[src/rtl/next_work_day.sv]
// next_work_day: registered "N-th working day after today" calendar helper.
// A chain of seven identical step cells walks forward one working day per
// cell; the requested count selects a tap, and the result is wrapped into
// the month and registered. One-cycle latency, no handshake.

// One working-day step: from weekday w_in, move to the next working day
// strictly after it, accumulating calendar days travelled in d.
module nwd_step (
  input  logic [2:0] w_in,
  input  logic [3:0] d_in,
  output logic [2:0] w_out,
  output logic [3:0] d_out
);
  // Fri jumps 3 days, Sat 2, everything else 1; all land on a working day.
  always_comb begin
    w_out = 3'd1;
    d_out = d_in + 4'd1;
    case (w_in)
      3'd1, 3'd2, 3'd3, 3'd4: begin
        w_out = w_in + 3'd1;
        d_out = d_in + 4'd1;
      end
      3'd5: begin
        w_out = 3'd1;
        d_out = d_in + 4'd3;
      end
      3'd6: begin
        w_out = 3'd1;
        d_out = d_in + 4'd2;
      end
      default: begin
        w_out = 3'd1;
        d_out = d_in + 4'd1;
      end
    endcase
  end
endmodule

module next_work_day #(
  parameter int MONTH_DAYS = 30
) (
  input  logic       clk,
  input  logic       rst_n,
  input  logic [4:0] tod_in,
  input  logic [2:0] N_in,
  input  logic [2:0] week_in,
  output logic [4:0] date_out,
  output logic [2:0] week_out
);
  localparam int STAGES = 7;
  localparam logic [5:0] MD = 6'(MONTH_DAYS);

  // Tap i holds the (i+1)-th working day strictly after today.
  logic [STAGES-1:0][2:0] st_w;
  logic [STAGES-1:0][3:0] st_d;

  nwd_step u_step0 (
    .w_in  (week_in),
    .d_in  (4'd0),
    .w_out (st_w[0]),
    .d_out (st_d[0])
  );

  genvar g;
  generate
    for (g = 1; g < STAGES; g++) begin : g_step
      nwd_step u_step (
        .w_in  (st_w[g-1]),
        .d_in  (st_d[g-1]),
        .w_out (st_w[g]),
        .d_out (st_d[g])
      );
    end
  endgenerate

  logic       is_work;
  logic       bad_in;
  logic [2:0] tap;
  logic [3:0] d_sel;
  logic [2:0] w_sel;
  logic [5:0] sum;
  logic [5:0] date_nx;
  logic [4:0] date_d;
  logic [2:0] week_d;

  // Select the tap. N=0 on a working day is today itself; N=0 on a weekend
  // is the next working day, which is exactly tap 0 (same as N=1).
  always_comb begin
    is_work = (week_in >= 3'd1) && (week_in <= 3'd5);
    bad_in  = (week_in == 3'd0) || (tod_in == 5'd0) || ({1'b0, tod_in} > MD);
    tap     = (N_in == 3'd0) ? 3'd0 : N_in - 3'd1;
    d_sel   = st_d[tap];
    w_sel   = st_w[tap];
    if (N_in == 3'd0 && is_work) begin
      d_sel = 4'd0;
      w_sel = week_in;
    end
    sum     = {1'b0, tod_in} + {2'b00, d_sel};
    date_nx = (sum > MD) ? sum - MD : sum;
    date_d  = date_nx[4:0];
    week_d  = w_sel;
    if (bad_in) begin
      date_d = 5'd0;
      week_d = 3'd0;
    end
  end

  // Output register; async clear discards any in-flight result.
  always_ff @(posedge clk or negedge rst_n) begin
    if (!rst_n) begin
      date_out <= 5'd0;
      week_out <= 3'd0;
    end else begin
      date_out <= date_d;
      week_out <= week_d;
    end
  end
endmodule

[config.mk]
export PLATFORM = sky130hd
export DESIGN_NAME = next_work_day
export DESIGN_NICKNAME = d
export VERILOG_FILES = /design/src/rtl/next_work_day.sv
export SDC_FILE = /design/constraint.sdc
export NUM_CORES = 1
export LEC_CHECK = 0
export CAP_MARGIN = 10
export CORE_MARGIN = 1
export CORE_UTILIZATION = 55
export CTS_BUF_LIST = sky130_fd_sc_hd__clkbuf_2 sky130_fd_sc_hd__clkbuf_4 sky130_fd_sc_hd__clkbuf_8
export CTS_CLUSTER_DIAMETER = 150
export DETAILED_ROUTE_END_ITERATION = 8
export MAX_ROUTING_LAYER = met4
export PLACE_DENSITY = 0.75
export SLEW_MARGIN = 0
export SYNTH_ARGS = -nofsm -noshare
export SYNTH_HDL_FRONTEND = slang
export SYNTH_SLANG_ARGS = --single-unit
[constraint.sdc]
create_clock -name clk -period 0.8 [get_ports clk]
set_input_delay 0.12 -clock clk [delete_from_list [all_inputs] [get_ports clk]]
set_output_delay 0.12 -clock clk [all_outputs]
set_load 0.03 [all_outputs]
==> reports/metrics.cfg, run 1 <==
[synth]
synthCells=381
synthArstFlopShare_pct=100
synth_seq_cells=8
syn_avg_cell_area_sq_um=7.53
syn_area_sq_mm=0.00287
synth.largest_area_cell=ha_1
synth_edf_count=0
yosys-top-cells-count=ha_1, nor2_1, nand2_1
syn_nets=446
synth_warnings=0
netlist.area_leader.share_pct=19.6
synth-main-ff-cell=dfrtp_1
seq_area_frac_synth_pct=6.98
synth_area_leaders=ha_1, dfrtp_1, a21oi_1
synth_most_common_cell=ha_1
ys_types=63

[grt]
grt.total_usage_pct=73.1
grt_overflow=30
grt_max_degree=13
grt_pass1_wl_um=28800
grt_pass1_vias=5163

[floorplanning]
row_count=25
die_w_um=74.2
floorplan.io_pins=21
start_util_pct=58.8
die_h_um=74.2

[placement]
dp_hpwl_um=7750
gp_congestion=0.896
dpl.cell_count=593
port_buffers=20

[clock_network]
clockRootBuffer=clkbuf_8
cts_sinks=8
cts_made_buffers=3
clockBufferDepth=2
cts_max_level=1

[status]
stop_stage=global routing
tool.error=[ERROR GRT-0116] Global routing finished with congestion. Check the congestion regions in the DRC Viewer.
outcome=aborted with a tool error

==> cell families after synthesis <==
group	share of synthesized area (%)
xor+xnor	6.32
fa+ha+maj	24.5
buf+inv	6.93
flops	6.98
compound gates	24.5
simple gates	26.2
mux	4.58
==> timing repair <==
item                       in CTS
buffers inserted               21
resized for setup              80
gates cloned                    0
hold buffers                    0
setup endpoints to repair      16
pin swaps                      41
==> per-layer routing <==
metal / GRT usage [%] / GRT overflow
met2: 92.1 / 17
met3: 48.9 / 2
met4: 75.5 / 11
met1: 71.3 / 0
met5: - / -
==> through the flow <==
step / instance area, sq um / utilization, % / setup slack, ns
CTS: 4700 / 96.3 / -6.53
detailed placement: 4220 / 86.4 / -7.67
global placement: 4220 / 86.4 / -7.14
floorplan: 3010 / - / -6.67
==> run 2: changes to the inputs <==
Settings changed: CORE_UTILIZATION 55 to 40, CTS_BUF_LIST sky130_fd_sc_hd__clkbuf_2 sky130_fd_sc_hd__clkbuf_4 sky130_fd_sc_hd__clkbuf_8 to unset, CTS_CLUSTER_DIAMETER 150 to unset, MAX_ROUTING_LAYER met4 to unset, PLACE_DENSITY 0.75 to unset, PLACE_DENSITY_LB_ADDON set to 0.15.
==> run 2 against run 1 <==
- the flow now finishes, with violations (setup timing)
- synthesized area unchanged
- synthesized cell count did not move
==> reports/metrics.cfg, run 2 <==
[floorplanning]
dieArea_sq_mm=0.00752
core_sq_mm=0.00687
row_count=30
die_w_um=86.7
die_h_um=86.7
start_util_pct=41.8
floorplan.io_pins=21

[grt]
grt_pass1_wl_um=16500
grt_overflow=0
grt_max_degree=14
grt.total_usage_pct=27.4
antenna_found_initial=0
grt_pass1_vias=3534

[final_layout]
multi_input_area_sq_mm=0.00305
drive_gt1_share_pct=52.1
final_area_sq_mm=0.00514
nets=631
nFillCells=490
largest_register=date_out
area_delta_synth_final_pct=79.3
layout_commonest_cell=buf_4
ff_latch_area_sq_um=200
largest_reg_flops=5
final_cell_mix=buf_4, nor2_1, nand2_1
diodes=0
largestRegisters=date_out: 5 flops, week_out: 3 flops

[sta]
rsz0062_at_grt=yes
drv_slew=0
worst_slew_pin_slew_ns=0.465
layout_setup_ws_ns=-6.71
min_period_ns=7.51
maxSlewHeadroom_pct=69.0
final-setup-viol-count=16
hold_violations=0
fin_setup_tns_ns=-44.80
period_share_pct=938
max_freq_ghz=0.133

[detailed_routing]
final_antenna_net_count=0
wl_um=10300
routed-via-count=3498
detail_route.wl_per_cell_um=15.7
firstDrtPassIters=5
vias_per_cell=5.30
remaining_drc_errors=0
initialDrtViolationCount=166

[clock_network]
cts_sinks=8
path_clk_slew_ns=0.04
tritoncts=built
cts_made_buffers=3
clockBufferDepth=2
cts_max_level=1
cts_hold_buf=0
clockRootBuffer=clkbuf_8

[placement]
gp_congestion=0.964
placed_cell_area_sq_mm=0.00432
port_buffers=20
dp_hpwl_um=7310

[synth]
synth_warnings=0
netlist.area_leader.share_pct=19.6
seq_area_frac_synth_pct=6.98
synthCells=381
syn_avg_cell_area_sq_um=7.53
syn_area_sq_mm=0.00287
synth.largest_area_cell=ha_1
ys_types=63
synth_seq_cells=8
syn_nets=446
synth_most_common_cell=ha_1
synth-main-ff-cell=dfrtp_1
synth_edf_count=0
yosys-top-cells-count=ha_1, nor2_1, nand2_1
synth_area_leaders=ha_1, dfrtp_1, a21oi_1
synthArstFlopShare_pct=100

[worst_setup_path]
path_common_cell=fa_1
arrival_ns=7.61
path_buf_inv=9
worstSetupPathType=in -> reg
end_kind=flip-flop
critPathLaunchType=primary input
crit_path_max_fanout=4
crit_family=adder cells
cp.depth=39
cp_slowest_cell=fa_1
worstPathRequired_ns=0.90
critPathMaxStageDelay_ns=0.58

[min_path]
hp-class=in -> async

[power]
power.leakage_nw=2.37
pwr_density_cell_mw_per_mm2=3040
ir_drop_mv=1.26

[status]
outcome=finished, violations left
violations=setup timing

[job]
drv_cap=0

[run 2: cell counts after synthesis]
Identical to the previous run, type by type.
[run 2: timing repair]
action,CTS,global route
setup endpoints to repair,16,16
pin swaps,55,21
resized for setup,118,24
buffers inserted,22,8
[run 2: final timing paths]
path | slack [ns] | endpoint | from
setup / recovery | -6.71 | date_out[2] | week_in[0]
min in group clk | 0.29 | week_out[1] | week_in[1]
hold / removal | 0.17 | date_out[4] | rst_n
max in group asynchronous | 0.37 | date_out[0] | rst_n
[run 2: cells by family after synthesis]
family / Yosys count / synth area share (%)
simple gates: 147 / 26.2
xor+xnor: 16 / 6.32
flops: 8 / 6.98
compound gates: 102 / 24.5
fa+ha+maj: 52 / 24.5
mux: 11 / 4.58
buf+inv: 45 / 6.93
[run 2: where the power goes]
group / switching [mW] / total (mW) / internal [mW]
combinational: 6.94 / 14.5 / 7.61
sequential: 0.0721 / 0.639 / 0.567
clock: 0.155 / 0.480 / 0.326
total: 7.17 / 15.7 / 8.50
[run 2: layout make-up]
class                   count  share of cell area [%]
repair buffers            191                    30.7
clock buffers               3                   0.803
flip-flops and latches      8                    3.89
inverters                  34                    2.92
multi-input cells         328                    59.4
well taps                  96                    2.33
[run 2: layer usage]
layer  GRT usage (%)  share of wire (%)
met1            34.8                 42
met2            51.2                 53
met3            1.81                2.9
met4            4.85                1.3
met5               0                  0
[run 2: metrics by stage]
| step | util [%] | setup slack, ns | std cells | power [mW] | hold WS (ns) |
|---|---|---|---|---|---|
| CTS | 72.3 | -6.39 | 652 | 14.3 | 0.176 |
| finish | 74.9 | -6.71 | 660 | 15.7 | 0.170 |
| global placement | 62.9 | -7.24 | 629 | 11.5 | 0.406 |
| detailed placement | 62.9 | -7.56 | 629 | 11.8 | 0.415 |
| floorplan | - | -6.67 | 381 | 7.08 | -0.176 |
| global route | 74.9 | -7.08 | 660 | 16.7 | 0.196 |
Power figures use the tool's default switching activity.
